--- config.mk ---
export PLATFORM = sky130hd
export DESIGN_NAME = mux_41_flat
export DESIGN_NICKNAME = d
export VERILOG_FILES = /design/src/rtl/mux_41_if.sv /design/src/rtl/mux_41.sv /design/src/flat_wrapper.sv
export SDC_FILE = /design/constraint.sdc
export NUM_CORES = 1
export LEC_CHECK = 0
export ABC_AREA = 0
export CAP_MARGIN = 20
export CORE_AREA = 3 3 40 42
export CTS_BUF_LIST = sky130_fd_sc_hd__clkbuf_4 sky130_fd_sc_hd__clkbuf_8
export DETAILED_ROUTE_END_ITERATION = 8
export DIE_AREA = 0 0 43 45
export GPL_TIMING_DRIVEN = 0
export PLACE_DENSITY = 0.54
export SYNTH_ARGS = -nofsm -noshare
export SYNTH_HDL_FRONTEND = slang
export SYNTH_SLANG_ARGS = --single-unit
--- constraint.sdc ---
create_clock -name clk -period 0.8 [get_ports clk]
set_clock_uncertainty 0.05 [all_clocks]
set_input_delay 0.12 -clock clk [delete_from_list [all_inputs] [get_ports clk]]
set_output_delay 0.12 -clock clk [all_outputs]
set_load 0.005 [all_outputs]
--- src/rtl/mux_41_if.sv ---
// Bundle of the mux_41 select/data inputs and registered outputs.
// Optional sel_oh is present only when MUX_41_ONEHOT_EN is defined.
// The master modport drives the inputs and the slave modport is the mux itself.
interface mux_41_if #(
  parameter int DW = 1
);
  logic          in_vld;
  logic [2:0]    s;
  logic [DW-1:0] a;
  logic [DW-1:0] b;
  logic [DW-1:0] c;
  logic [DW-1:0] d;
  logic [DW-1:0] e;
  logic [DW-1:0] f;
  logic [DW-1:0] g;
  logic [DW-1:0] h;
  logic [DW-1:0] y;
  logic          y_vld;
  logic [2:0]    sel_q;
`ifdef MUX_41_ONEHOT_EN
  logic [7:0]    sel_oh;

  modport master (
    output in_vld, s, a, b, c, d, e, f, g, h,
    input  y, y_vld, sel_q, sel_oh
  );
  modport slave (
    input  in_vld, s, a, b, c, d, e, f, g, h,
    output y, y_vld, sel_q, sel_oh
  );
`else
  modport master (
    output in_vld, s, a, b, c, d, e, f, g, h,
    input  y, y_vld, sel_q
  );
  modport slave (
    input  in_vld, s, a, b, c, d, e, f, g, h,
    output y, y_vld, sel_q
  );
`endif
endinterface

--- src/rtl/mux_41.sv ---
// Registered 8-to-1 reversed-index mux (s=0 -> h ... s=7 -> a) with a valid qualifier.
// Latency 1 cycle; y/sel_q hold when in_vld is low, y_vld pulses once per capture.
// No backpressure: every in_vld is accepted. Optional one-hot select copy via MUX_41_ONEHOT_EN.
module mux_41 #(
  parameter int DW = 1
) (
  input  logic     clk,
  input  logic     rst_n,
  mux_41_if.slave  bus
);

  logic [DW-1:0] sel_dat;

  // Reversed-index selection: input index is 7 - s.
  always_comb begin
    sel_dat = '0;
    case (bus.s)
      3'd0:    sel_dat = bus.h;
      3'd1:    sel_dat = bus.g;
      3'd2:    sel_dat = bus.f;
      3'd3:    sel_dat = bus.e;
      3'd4:    sel_dat = bus.d;
      3'd5:    sel_dat = bus.c;
      3'd6:    sel_dat = bus.b;
      3'd7:    sel_dat = bus.a;
      default: sel_dat = '0;
    endcase
  end

  // Capture data and select on in_vld; valid is a one-cycle echo of in_vld.
  always_ff @(posedge clk or negedge rst_n) begin
    if (!rst_n) begin
      bus.y     <= '0;
      bus.sel_q <= 3'd0;
      bus.y_vld <= 1'b0;
    end else begin
      bus.y_vld <= bus.in_vld;
      if (bus.in_vld) begin
        bus.y     <= sel_dat;
        bus.sel_q <= bus.s;
      end
    end
  end

`ifdef MUX_41_ONEHOT_EN
  logic [7:0] sel_oh_nxt;

  // One-hot bit position matches the selected input index (a = bit 0).
  always_comb begin
    sel_oh_nxt = 8'h00;
    sel_oh_nxt[3'd7 - bus.s] = 1'b1;
  end

  // One-hot select copy, captured alongside y.
  always_ff @(posedge clk or negedge rst_n) begin
    if (!rst_n) begin
      bus.sel_oh <= 8'h00;
    end else if (bus.in_vld) begin
      bus.sel_oh <= sel_oh_nxt;
    end
  end
`endif

endmodule

--- src/flat_wrapper.sv ---
// flat-port wrapper written by rule: the top's interface ports become plain ports
module mux_41_flat 
#(
  parameter int DW = 1
)
  (clk, rst_n, bus_in_vld, bus_s, bus_a, bus_b, bus_c, bus_d, bus_e, bus_f, bus_g, bus_h, bus_y, bus_y_vld, bus_sel_q);
  mux_41_if #(.DW(DW)) bus_i ();
  input  logic clk;
  input  logic rst_n;
  input wire logic [$bits(bus_i.in_vld)-1:0] bus_in_vld;
  input wire logic [$bits(bus_i.s)-1:0] bus_s;
  input wire logic [$bits(bus_i.a)-1:0] bus_a;
  input wire logic [$bits(bus_i.b)-1:0] bus_b;
  input wire logic [$bits(bus_i.c)-1:0] bus_c;
  input wire logic [$bits(bus_i.d)-1:0] bus_d;
  input wire logic [$bits(bus_i.e)-1:0] bus_e;
  input wire logic [$bits(bus_i.f)-1:0] bus_f;
  input wire logic [$bits(bus_i.g)-1:0] bus_g;
  input wire logic [$bits(bus_i.h)-1:0] bus_h;
  output wire logic [$bits(bus_i.y)-1:0] bus_y;
  output wire logic [$bits(bus_i.y_vld)-1:0] bus_y_vld;
  output wire logic [$bits(bus_i.sel_q)-1:0] bus_sel_q;
  assign bus_i.in_vld = bus_in_vld;
  assign bus_i.s = bus_s;
  assign bus_i.a = bus_a;
  assign bus_i.b = bus_b;
  assign bus_i.c = bus_c;
  assign bus_i.d = bus_d;
  assign bus_i.e = bus_e;
  assign bus_i.f = bus_f;
  assign bus_i.g = bus_g;
  assign bus_i.h = bus_h;
  assign bus_y = bus_i.y;
  assign bus_y_vld = bus_i.y_vld;
  assign bus_sel_q = bus_i.sel_q;
  mux_41 #(.DW(DW)) u_core (.clk(clk), .rst_n(rst_n), .bus(bus_i));
endmodule
==> metrics, run 1 <==
status=finished, violations left; violated checks=negative setup slack; Max stage delay on crit path=about 0.37 ns; setup TNS=-0.517 ns; RR Startpoint=u_core.bus.sel_q[0]; residual DRC count=0; Mapped Nets=32; final instance area=about 440 sq um; Initial Utilization=a little under a fifth; CTS Sinks=5; Clock Root Buffer=clkbuf_4; Detailed Route Iter0 Violations=1; Worst slew margin=a little over four fifths; core area=1280 sq um; critical path class=flop to output port; yosys warns=0; final number of setup-violating endpoints=7; part of the Yosys area used for sequential elements=between 50% and 60%; Die Height=45 microns; DIE WIDTH=approximately 43 microns; Critical R2R Capture=u_core.bus.sel_q[0]; Least-Margin Pin Slew=approximately 0.23 ns; via count=between 200 and 250; Critical-path top delay cell=dfrtp_1; Antenna Nets Post-Route=0; Yosys reg bits=5; CTS tree=built; initial antenna violation count=0; fraction of layout cells with a size suffix above 1=51.2%; endpoint type of the worst setup path=output port; Power Density=~1700 nW/um^2; vias in the first global route=approximately 270; Max VDD drop=about 540 uV; GPL Wtd Cong=about 0.83; kind of cell adding the most delay to the critical path=flip-flops; row count=13; Worst Path Buf+Inv=1; area growth from synthesis to layout=85.7%; Hold Buf Count CTS=0; Num CTS Buffers=3; max_cap viols=0; Initial DRT Pass Iterations=2; Slew Limit Fails=0; total track usage=under 10%; CP Max Fanout=2; n_diodes=0; post-synthesis area per instance=13.1 sq um; Fin Hold WS=around 0.052 ns; CP Data Arrival Time=approximately 0.74 ns; register-to-register setup slack=-0.01 ns; final wirelength=703 microns; cells along the critical path=buf_2; IO Count=19; clock transition at the registers of the reported paths=around 0.04 ns; Final min period=between 0.9 and 1 ns; worst setup margin=-0.112 ns; Period Utilization, post-route=114%; first-pass GRT wire length=roughly 1200 microns; Post-DP Area=between 400 and 500 sq um; port bufs=18; DR vias/cell=4.16; H-tree Lvls=1; Worst setup SP type=flop; Max Clk Rate=1.10 GHz; die area=just under 2000 sq um; unique cell type count in the Yosys netlist=11; Pleak=about 0.25 nW; Remaining Overflow, GRT=0; WL per Instance=12.6 microns; Req. time, crit path=~0.63 ns; RSZ-0062 raised after global routing=yes; clk buf depth=2; nets=56; final core utilization=between 30 and 40%; largest net degree at the start of global routing=9; R2R cell count=1; worst skew pair latency=0.24 ns; worst hold path class=primary input to asynchronous set/reset pin; Synth Instances=18; final hold vios=0; Post-Syn Area=around 240 sq um; total design power=approximately 0.00076 W
layout by cell type, fill, tap and decap left out, drive strengths merged:
| master | Yosys | routed |
|---|---|---|
| buf | 0 | 7 |
| clkbuf | 0 | 10 |
| clkdlybuf4s50 | 0 | 1 |
| dfrtp | 5 | 5 |
| dlygate4sd2 | 0 | 1 |
| dlymetal6s2s | 0 | 4 |
| inv | 1 | 1 |
| mux2 | 3 | 3 |
| mux2i | 1 | 1 |
| mux4 | 1 | 1 |
| nand2 | 1 | 1 |
| nand2b | 1 | 1 |
| nand3b | 1 | 1 |
| nand4 | 2 | 2 |
| o21ai | 1 | 1 |
| or3 | 1 | 1 |
final cells by class:
type                            count  area [sq um]
Clock buffer                        4          30.0
Fill cell                         130           846
Inverter                            1          3.75
Multi-Input combinational cell     12           115
Sequential cell                     5           125
Tap cell                           15          18.8
Timing Repair Buffer               19           146
report_power, final:
group | internal [W] | switching (W) | total (W)
clock network | 0.000222 | 0.0000991 | 0.000321
registers | 0.000278 | 0.0000103 | 0.000289
logic | 0.0000932 | 0.0000545 | 0.000148
metal layers:
layer | global-route usage (%) | share of wire (%)
met2 | 11.1 | 38
met1 | 9.14 | 41
met5 | 0 | 0
met4 | 7.23 | 0.57
met3 | 6.37 | 20
worst max-delay path by stage:
stage / from / end / slack, ns / cells after the start
floorplan: bus_s[0] / u_core.bus.y / -0.11 / 3
global placement: bus_s[0] / u_core.bus.y / -0.77 / 4
detailed placement: bus_s[0] / u_core.bus.y / -0.76 / 4
CTS: u_core.bus.sel_q[2] / bus_sel_q[2] / -0.12 / 1
global route: u_core.bus.sel_q[2] / bus_sel_q[2] / -0.15 / 1
finish: u_core.bus.sel_q[0] / bus_sel_q[0] / -0.11 / 1
synthesized netlist by cell type:
cell type,number,area share (%)
dfrtp_1,5,53
mux2_2,3,14
nand4_1,2,5.3
inv_1,1,1.6
mux2i_1,1,4.2
mux4_2,1,9.5
nand2_1,1,1.6
nand2b_1,1,2.6
nand3b_1,1,3.2
o21ai_0,1,2.1
or3_1,1,2.6
state kept, by name, summed over array words and instances, names as in the netlist:
signal	cells
u_core.bus.sel_q	3
u_core.bus.y	1
u_core.bus.y_vld	1
logic make-up after synthesis:
group	count (synthesis)	synth area share, %
buffers and inverters	1	1.59
muxes	5	28.0
AOI/OAI and AO/OA	1	2.11
and+or+nand+nor	6	15.3
DFF	5	52.9
metrics by stage:
step,cells,worst slack [ns]
after global routing,56,-0.155
after global placement,51,-0.770
after floorplan,18,-0.107
after detailed placement,51,-0.755
after CTS,55,-0.125
final,56,-0.112
timing repair:
| action | in CTS | in global routing |
|---|---|---|
| pin swaps | 1 | 3 |
| setup endpoints to repair | 9 | 8 |
| resized for setup | 35 | 17 |
| buffers inserted | 0 | 1 |
No activity file was read; power rests on OpenSTA's default activity.
==> inputs of run 2 (changes only) <==
--- a/config.mk
+++ b/config.mk
@@ -13,6 +13,7 @@
 export DIE_AREA = 0 0 43 45
 export GPL_TIMING_DRIVEN = 0
 export PLACE_DENSITY = 0.54
+export SLEW_MARGIN = 5
 export SYNTH_ARGS = -nofsm -noshare
 export SYNTH_HDL_FRONTEND = slang
 export SYNTH_SLANG_ARGS = --single-unit
==> results of run 2 <==
No change in the layout: final DEF, timing and power equal those of run 1.
